### config.mk
export PLATFORM = sky130hd
export DESIGN_NAME = button_conditioner
export DESIGN_NICKNAME = d
export VERILOG_FILES = /design/src/rtl/button_conditioner.sv
export SDC_FILE = /design/constraint.sdc
export NUM_CORES = 1
export LEC_CHECK = 0
export CAP_MARGIN = 20
export CORE_ASPECT_RATIO = 1.75
export CORE_MARGIN = 2
export CORE_UTILIZATION = 56
export DETAILED_ROUTE_END_ITERATION = 6
export HOLD_SLACK_MARGIN = 0.06
export PLACE_DENSITY = 0.84
export SYNTH_ARGS = -nofsm -noshare
export SYNTH_HDL_FRONTEND = slang
export SYNTH_SLANG_ARGS = --single-unit
### constraint.sdc
create_clock -name clock -period 4.4 [get_ports clock]
set_clock_uncertainty 0.15 [all_clocks]
set_input_delay 0.88 -clock clock [delete_from_list [all_inputs] [get_ports clock]]
set_output_delay 0.88 -clock clock [all_outputs]
set_load 0.01 [all_outputs]
### src/rtl/button_conditioner.sv
// button_conditioner: multi-channel push-button conditioner.
// Each channel is synchronised, debounced and turned into one-cycle press/release
// pulses. Channels selected by REPEAT_MASK also emit auto-repeat press pulses
// while held.
// Ports:
//   clock    : system clock, all state on rising edge
//   reset    : asynchronous active-high reset, clears all state
//   in       : raw asynchronous button levels (1 = pressed)
//   level    : debounced level per channel
//   pressed  : 1-cycle pulse on accepted press and on each auto-repeat
//   released : 1-cycle pulse on accepted release

// One channel: synchroniser, debounce counter, edge pulses, optional repeat.
module button_channel #(
  parameter int SYNC_STAGES          = 2,
  parameter int STABLE_CYCLES        = 1000000,
  parameter int REPEAT_DELAY_CYCLES  = 50000000,
  parameter int REPEAT_PERIOD_CYCLES = 10000000,
  parameter bit REPEAT_EN            = 1'b0
) (
  input  logic clock,
  input  logic reset,
  input  logic raw,
  output logic level,
  output logic pressed,
  output logic released
);
  localparam int CW   = $clog2(STABLE_CYCLES + 1);
  localparam int RMAX = (REPEAT_DELAY_CYCLES > REPEAT_PERIOD_CYCLES) ?
                        REPEAT_DELAY_CYCLES : REPEAT_PERIOD_CYCLES;
  localparam int RW   = $clog2(RMAX + 1);

  logic [SYNC_STAGES-1:0] sync;
  logic                   sync_out;
  logic [CW-1:0]          cnt;
  logic [RW-1:0]          rcnt;
  logic                   rphase;   // 0: waiting for first repeat, 1: periodic phase
  logic                   toggle;
  logic                   rfire;

  assign sync_out = sync[SYNC_STAGES-1];
  // Level flips on the edge where the mismatch count would reach STABLE_CYCLES.
  assign toggle   = (sync_out != level) && (int'(cnt) + 1 == STABLE_CYCLES);
  // Repeat only while level stays high through this edge, so the release edge
  // itself can never produce a repeat pulse.
  assign rfire    = REPEAT_EN && level && !toggle &&
                    (int'(rcnt) + 1 == (rphase ? REPEAT_PERIOD_CYCLES : REPEAT_DELAY_CYCLES));

  always_ff @(posedge clock or posedge reset) begin
    if (reset) begin
      sync     <= '0;
      cnt      <= '0;
      level    <= 1'b0;
      pressed  <= 1'b0;
      released <= 1'b0;
      rcnt     <= '0;
      rphase   <= 1'b0;
    end else begin
      sync     <= {sync[SYNC_STAGES-2:0], raw};
      pressed  <= 1'b0;
      released <= 1'b0;

      if (sync_out == level) begin
        cnt <= '0;
      end else if (toggle) begin
        cnt   <= '0;
        level <= ~level;
        if (!level) pressed  <= 1'b1;
        else        released <= 1'b1;
      end else begin
        cnt <= cnt + 1'b1;
      end

      // Counter is cleared on press, counts while held, restarts after each
      // repeat pulse and is held at zero while released; it never wraps.
      if (!REPEAT_EN || !level || toggle) begin
        rcnt   <= '0;
        rphase <= 1'b0;
      end else if (rfire) begin
        pressed <= 1'b1;
        rcnt    <= '0;
        rphase  <= 1'b1;
      end else begin
        rcnt <= rcnt + 1'b1;
      end
    end
  end
endmodule

module button_conditioner #(
  parameter int                  CHANNELS             = 5,
  parameter int                  SYNC_STAGES          = 2,
  parameter int                  STABLE_CYCLES        = 1000000,
  parameter int                  REPEAT_DELAY_CYCLES  = 50000000,
  parameter int                  REPEAT_PERIOD_CYCLES = 10000000,
  parameter logic [CHANNELS-1:0] REPEAT_MASK          = '0
) (
  input  logic                clock,
  input  logic                reset,
  input  logic [CHANNELS-1:0] in,
  output logic [CHANNELS-1:0] level,
  output logic [CHANNELS-1:0] pressed,
  output logic [CHANNELS-1:0] released
);
  if (CHANNELS < 1 || SYNC_STAGES < 2 || STABLE_CYCLES < 1 ||
      REPEAT_DELAY_CYCLES < 1 || REPEAT_PERIOD_CYCLES < 1) begin : g_param_err
    $error("button_conditioner: parameter below its minimum");
  end

  for (genvar i = 0; i < CHANNELS; i++) begin : g_ch
    button_channel #(
      .SYNC_STAGES         (SYNC_STAGES),
      .STABLE_CYCLES       (STABLE_CYCLES),
      .REPEAT_DELAY_CYCLES (REPEAT_DELAY_CYCLES),
      .REPEAT_PERIOD_CYCLES(REPEAT_PERIOD_CYCLES),
      .REPEAT_EN           (REPEAT_MASK[i])
    ) u_ch (
      .clock   (clock),
      .reset   (reset),
      .raw     (in[i]),
      .level   (level[i]),
      .pressed (pressed[i]),
      .released(released[i])
    );
  end
endmodule

[Word level (Yosys, flattened, before mapping)]
Cells that the tools add are included.
Operators by class
  add/subtract/negate cells: 10
  equal/unequal tests: 15
  multiplexer cells: 40
  bitwise operators: 10
  reductions and logical operators: 10
Operators by type and width (number)
  $mux W20: 10
  $eq A32 B21 Y1 const B: 5
  $add A20 B1 Y21 const B: 5
  $add A20 B1 Y20 const B: 5
  $mux W1: 30
  $not A1 Y1: 10
  $reduce_and A2 Y1: 5
  $eq A1 B1 Y1: 5
  $logic_and A1 B1 Y1: 5
  $ne A1 B1 Y1: 5
Storage, ports and cells
  register bits after elaboration: 125
  output and inout port bits: 15
  word-level logic and storage cells: 110

[Depth between registers and ports, before layout]
Gate-level depths: netlist (run 1).
  depth in word-level cells: 5
  mapped depth: 11
  mapped depth without buffers: 8

[Hierarchy]
From an unflattened synthesis (run 1), not the netlist that was laid out.
Second synthesis, totals
  cell total of the unflattened synthesis: 755
  area, all modules: 7119.3 µm²
Modules (own cells, without submodules)
  button_channel: times used 5, cells each 151, area an instance 1423.9 µm², seq. area each 625.6 µm²

[Worst setup path before layout (run 1)]
Ideal clock, no wire load.
  path kind: register to register
  from: register g_ch[0].u_ch.cnt[0]
  to: register g_ch[0].u_ch.cnt[18]
  setup time: 0.119 ns
  data arrival time: 2.669 ns
  required time: 4.131 ns
  setup slack: 1.462 ns
  cell stages (with the launch flop): 11
  buffers on the path: 2
  clock period less this slack: 2.938 ns
  cell sequence: dfrtp_1 > ha_1 > clkbuf_1 > inv_1 > or4_1 > nor4_1 > o211ai_1 > nor4_1 > or2_2 > buf_2 > o21ba_2
On the way
  cells in the longest elaborated chain, start to end: 5
  elaborated cells on any way between the ends: 6
RTL lines
  from (decl): line 35  | logic [CW-1:0] cnt;
  from (signal assigned): line 71  | cnt <= cnt + 1'b1;
  $add A20 B1 Y21: line 43  | assign toggle = (sync_out != level) && (int'(cnt) + 1 == STABLE_CYCLES);
  $eq A32 B21 Y1: line 43
  $logic_and A1 B1 Y1: line 43
  $mux W20 (*): line 65  | end else if (toggle) begin
  $mux W20 (*): line 63  | if (sync_out == level) begin
Mark *: on every way between the ends. The rest lies on a longest branch, timed or not.
A chain may end at the register's enable or synchronous reset.

[Final worst setup path (run 1)]
Ends and elaborated chain as after synthesis.

==> impl_metrics.toml, run 1 <==
[routing]
wl_per_cell_microns = 15.6
drtIter0Drc = 316
ant_nets = 0
drc = 0
wl_mm = 15.0
vias_per_cell = 5.98
vias = 5757
dr.pass1.iters = 7

[synth]
ys_seq_area_share_pct = 43.1
async_flop_share_pct = 100
yosysTopAreaCellShare_pct = 43.1
synthMostInstantiatedCell = "nor2_1"
synth_edf_count = 0
mappedNetlistNets = 812
synthesis.instances = 795
synthDistinctLibCells = 71
synthTopCellsByCount = "126 x nor2_1, 125 x dfrtp_1, 50 x xnor2_1"
ys_ff_latch = 125
synth_area_leaders = "dfrtp_1 43%, nor2_1 6.5%, xnor2_1 6.0%, xor2_1 5.1%, nand4_1 3.3%"
syn-cell-area_sq_um = 7270
syn_area_per_cell_sq_um = 9.14
synth_flop_cell = "dfrtp_1"
yosysTopAreaCell = "dfrtp_1"
yosysWarnings = 0

[timing]
maxClockFrequency_mhz = 275
worst_slew_pin_slew_ps = 894
finalSetupViolations = 0
setup_ws_ps = 764
tns_ps = 0
rsz0062_at_grt = "false"
slew_viol_final = 0
layout_worst_path_cycle_share_pct = 82.6
finalHoldViolCount = 0
fin_crit_ps = 3640
max_slew_margin_pct = 39.8

[critical_path]
rrSetupSlack_ps = 760
path_delay_family = "simple AND/OR/NAND/NOR gates"
crit_buf_inv = 0
critPathRequiredTime_ps = 4560
critPathSlowestCell = "nor4_1"
path_max_fanout = 9
reg2regPathDepth = 8
regToRegStartpoint = "g_ch[0].u_ch.cnt[0]"
cp-end-kind = "flop"
timing.setup.critical_path_class = "reg2reg"
arrival_ps = 3790
reg2reg_to = "g_ch[0].u_ch.cnt[18]"
crit_chain = "ha_1 > nand3_1 > or4_1 > a2111oi_0 > o2111ai_1 > nor4_1 > or2_2 > o21ba_2"
worstSetupStartpointType = "flop"
cpPeakStageDelay_ps = 630
crit_start = "g_ch[0].u_ch.cnt[0]"

[run]
max_cap_violations = 0

[floorplanning]
start_util_pct = 56.8
fp.dieH_microns = 155
die_x_microns = 90.1
rows = 55
io-pin-count = 22
die-area_sq_um = 13900
core_region_area_sq_um = 12800

[power]
leakagePower_uw = 0.00314
powerDensity_nw_per_um2 = 330
peakVddDrop_uv = 230

[hold_path]
hp-start = "g_ch[1].u_ch.sync[0]"
worstHoldEndpoint = "g_ch[1].u_ch.sync[1]"
holdPathStages = 0
min_path_type = "reg2reg"

[finish]
fillerInstances = 1067
drive_above_1_share_pct = 6.69
antenna_cells = 0
area_growth_pct = 9.92
layout.nets = 796

[clocking]
cts.clk_slew.worst_paths_ps = 60
h-tree-depth = 4
postCtsResizedCells = 0
cts_tree = "done"
cts_setup_buffers = 0
clkLatencyLatePin_ps = 420
cts_root_buf = "clkbuf_16"
cts_buffer_depth = 2
clkSinkCount = 125
cts_hold_buf = 0
numCtsBuffers = 17

[grt]
grt_max_degree = 68
antenna_found_initial = 0
overflow = 0
grtUsageTotal_pct = 22.9
grt_first_pass_wirelength_mm = 26.2
grt_pass1_vias = 5729

[placement]
dp_hpwl_mm = 10.4
io_buffers = 21
gp_congestion = 0.903
pre_cts_slack_ps = 898

[run_status]
outcome = "completed"
[through the flow]
step / instances / power, uW / util [%] / hold slack [ps] / cell area, sq um
after CTS: 962 / 2660 / 62.3 / 202 / 7980
after detailed placement: 930 / 1310 / 57.9 / 186 / 7410
after global placement: 930 / 1310 / 57.9 / 183 / 7410
final: 963 / 2630 / 62.4 / 199 / 7990
after global routing: 963 / 2730 / 62.4 / 208 / 7990
after floorplan: 795 / 1280 / - / 181 / 7270
[per-layer routing]
metal  global-route usage [%]  wire [microns]
met5                        0               0
met4                     12.7             558
met3                     4.53             484
met2                     41.6            8060
met1                     24.8            5900
[flip-flops by register name, indices dropped and copies added (netlist names)]
name                flops
g_ch.u_ch.cnt         100
g_ch.u_ch.sync         10
g_ch.u_ch.level         5
g_ch.u_ch.pressed       5
g_ch.u_ch.released      5
[kinds of logic (layout without fill, tap and decap cells)]
group / count (synthesis) / after routing / share of synthesized area (%)
XOR/XNOR: 92 / 92 / 11.1
AND/OR/NAND/NOR: 400 / 400 / 29.3
buffers and inverters: 78 / 75 / 5.20
flip-flops: 125 / 125 / 43.1
adder cells (fa/ha/maj): 10 / 10 / 1.72
multiplexers: 13 / 13 / 1.93
AO/OA/AOI/OAI: 77 / 77 / 7.73
[placed cells by master (no fill, tap or decap), types with 7 or more instances in the layout]
cell type	count
a21oi_1	16
mux2_2	7
nand2_1	47
xnor2_1	50
nor2_1	126
and4_1	10
nor3b_1	9
clkdlybuf4s50_1	21
dfrtp_1	125
nor2b_1	7
nor3_1	25
and3_1	13
nor4_1	24
nand4_1	38
nand3_1	43
ha_1	10
inv_1	19
and2_1	8
or3_1	7
o21ai_0	10
xor2_1	42
clkbuf_16	17
[how the worst max path moves through the flow]
stage | depth (start not counted) | end | slack, ps
after floorplan | 1 | g_ch[0].u_ch.cnt[0] | 40
after global placement | 7 | g_ch[4].u_ch.cnt[17] | 950
after detailed placement | 7 | g_ch[4].u_ch.cnt[17] | 900
after CTS | 8 | g_ch[0].u_ch.cnt[18] | 880
after global routing | 8 | g_ch[0].u_ch.cnt[18] | 600
final | 8 | g_ch[0].u_ch.cnt[18] | 760
[cell type report]
type	instances	area (sq um)	share of cell area [%]
Clock buffer	21	450	5.64
Clock inverter	11	119	1.49
Inverter	20	77.6	0.971
Multi-Input combinational cell	592	3760	47.1
Sequential cell	125	3130	39.2
Tap cell	171	214	2.68
Timing Repair Buffer	23	238	2.98
[where the power goes]
group / internal (uW) / leakage, uW / switching (uW)
clock network: 843 / 0.000269 / 502
logic: 31.8 / 0.00116 / 63.4
registers: 1170 / 0.00171 / 27.3
Note: power is estimated with default switching activity, not from simulation.
==> run 2, diff against run 1 <==
==> constraint.sdc (replaced) <==
create_clock -name clock -period 3.3 [get_ports clock]
set_clock_uncertainty 0.15 [all_clocks]
set_input_delay 0.66 -clock clock [delete_from_list [all_inputs] [get_ports clock]]
set_output_delay 0.66 -clock clock [all_outputs]
set_load 0.01 [all_outputs]
==> impl_metrics.toml, run 2 (synthesis results as in run 1) <==
[run_status]
outcome = "completed"

[clocking]
h-tree-depth = 4
postCtsResizedCells = 0
cts.clk_slew.worst_paths_ps = 60
clkSinkCount = 125
numCtsBuffers = 17
cts_buffer_depth = 2
cts_tree = "done"
cts_setup_buffers = 0
cts_hold_buf = 0
cts_root_buf = "clkbuf_16"
clkLatencyLatePin_ps = 420

[grt]
grtUsageTotal_pct = 23.9
grt_first_pass_wirelength_mm = 27.3
antenna_found_initial = 0
overflow = 0
grt_max_degree = 53
grt_pass1_vias = 5949

[finish]
area_growth_pct = 12.5
antenna_cells = 0
final_cell_mix = "126 x nor2_1, 125 x dfrtp_1, 50 x xnor2_1"
drive_above_1_share_pct = 9.38
largest_register_ffs = 100
final_common_cell = "nor2_1"
layout.nets = 815
reg.largest.list = "g_ch.u_ch.cnt (100), g_ch.u_ch.sync (10)"
top_register = "g_ch.u_ch.cnt"
final_cell_area_sq_um = 8180

[placement]
placed_area_sq_um = 7570
gp_congestion = 0.903
io_buffers = 21
dp_hpwl_mm = 10.7

[routing]
dr.pass1.iters = 5
vias_per_cell = 6.08
wl_mm = 15.9
met3WireLength_microns = 520
drc = 0
top_layer_used = "met4"
wl_per_cell_microns = 16.2
wl_met1_mm = 5.97
dr_wl_met2_mm = 8.68
vias = 5962
ant_nets = 0
drtIter0Drc = 324

[power]
power_frac_comb_pct = 3.9
seqPwrFrac_pct = 44.3
powerDensity_nw_per_um2 = 438
leakagePower_uw = 0.00324
p_int_uw = 2760
p_switching_uw = 825
clkPwrFrac_pct = 51.8
peakVddDrop_uv = 336
p_sw_share_pct = 23.0

[critical_path]
path_max_fanout = 9
worstSetupStartpointType = "flop"
timing.setup.critical_path_class = "reg2reg"
critPathRequiredTime_ps = 3460
arrival_ps = 3240
regToRegStartpoint = "g_ch[0].u_ch.cnt[0]"
reg2regPathDepth = 8
rrSetupSlack_ps = 220
cp-end-kind = "flop"
reg2reg_to = "g_ch[0].u_ch.level"

[timing]
worst_slew_pin_slew_ps = 668
finalSetupViolations = 0
layout_worst_path_cycle_share_pct = 93.4
max_slew_margin_pct = 55.0
tns_ps = 0
fin_crit_ps = 3080
slew_viol_final = 0
finalHoldViolCount = 0
maxClockFrequency_mhz = 324

[hold_path]
min_path_type = "reg2reg"
worstHoldEndpoint = "g_ch[4].u_ch.sync[1]"
hp-start = "g_ch[4].u_ch.sync[0]"
holdPathStages = 0

[floorplanning]
core_region_area_sq_um = 12800
start_util_pct = 56.8
die-area_sq_um = 13900
rows = 55
die_x_microns = 90.1
io-pin-count = 22
fp.dieH_microns = 155

[run]
max_cap_violations = 0
## run 2: changes by cell type in the layout (fill, tap and decap cells not counted), moves of 3 or more
cell | before | now
buf_4 | 1 | 19
clkbuf_1 | 3 | 0
clkinv_2 | 4 | 1
clkinv_4 | 1 | 5
## run 2: worst max path at each step
| stage | slack [ps] | to | start | cells past startpoint |
|---|---|---|---|---|
| 2_1_floorplan | 360 | g_ch[0].u_ch.cnt[18] | g_ch[0].u_ch.cnt[0] | 10 |
| 3_3_place_gp | 310 | g_ch[0].u_ch.level | g_ch[0].u_ch.cnt[0] | 8 |
| 3_5_place_dp | 260 | g_ch[0].u_ch.level | g_ch[0].u_ch.cnt[0] | 8 |
| 4_1_cts | 70 | g_ch[0].u_ch.level | g_ch[0].u_ch.cnt[0] | 8 |
| 5_1_grt | -20 | g_ch[0].u_ch.level | g_ch[0].u_ch.cnt[0] | 8 |
| 6_report | 220 | g_ch[0].u_ch.level | g_ch[0].u_ch.cnt[0] | 8 |
## run 2: stage by stage
stage	util [%]	setup slack [ps]	hold slack, ps	cells	total power (uW)
3_3_place_gp	59.2	310	185	950	1750
4_1_cts	63.8	66.4	203	981	3610
6_report	63.9	217	199	981	3580
5_1_grt	63.9	-15.1	208	981	3710
3_5_place_dp	59.2	262	192	950	1750
2_1_floorplan	-	362	181	795	1700
## run 2: power groups by stage
| stage | Sequential [uW] | Combinational [uW] | Clock (uW) |
|---|---|---|---|
| final | 1590 | 138 | 1860 |
| after global routing | 1590 | 157 | 1960 |
| after CTS | 1590 | 140 | 1890 |
| after detailed placement | 1610 | 139 | 0 |
| after global placement | 1610 | 137 | 0 |
| after floorplan | 1600 | 100 | 0 |
## run 2: critical path: stages (launching register included)
cell      delay, ps
dfrtp_1         480
ha_2            310
inv_1           100
or4_1           570
nor4_2          370
o211ai_1        140
nor4_1          330
buf_4           200
mux2_2          320
## run 2: cell type report
cell class / instances / area, sq um
fillers: 1033 / 4620
multi-input cells: 592 / 3770
flip-flops and latches: 125 / 3130
clock buffers: 19 / 453
repair buffers: 42 / 393
well taps: 171 / 214
clock inverters: 12 / 140
inverters: 20 / 78.8
## run 2: routing by layer
layer | up-vias | global-route usage (%)
li1 | 2816 | -
met2 | 188 | 44.5
met1 | 2888 | 24.7
met3 | 70 | 4.77
met4 | 0 | 13.3
met5 | - | 0
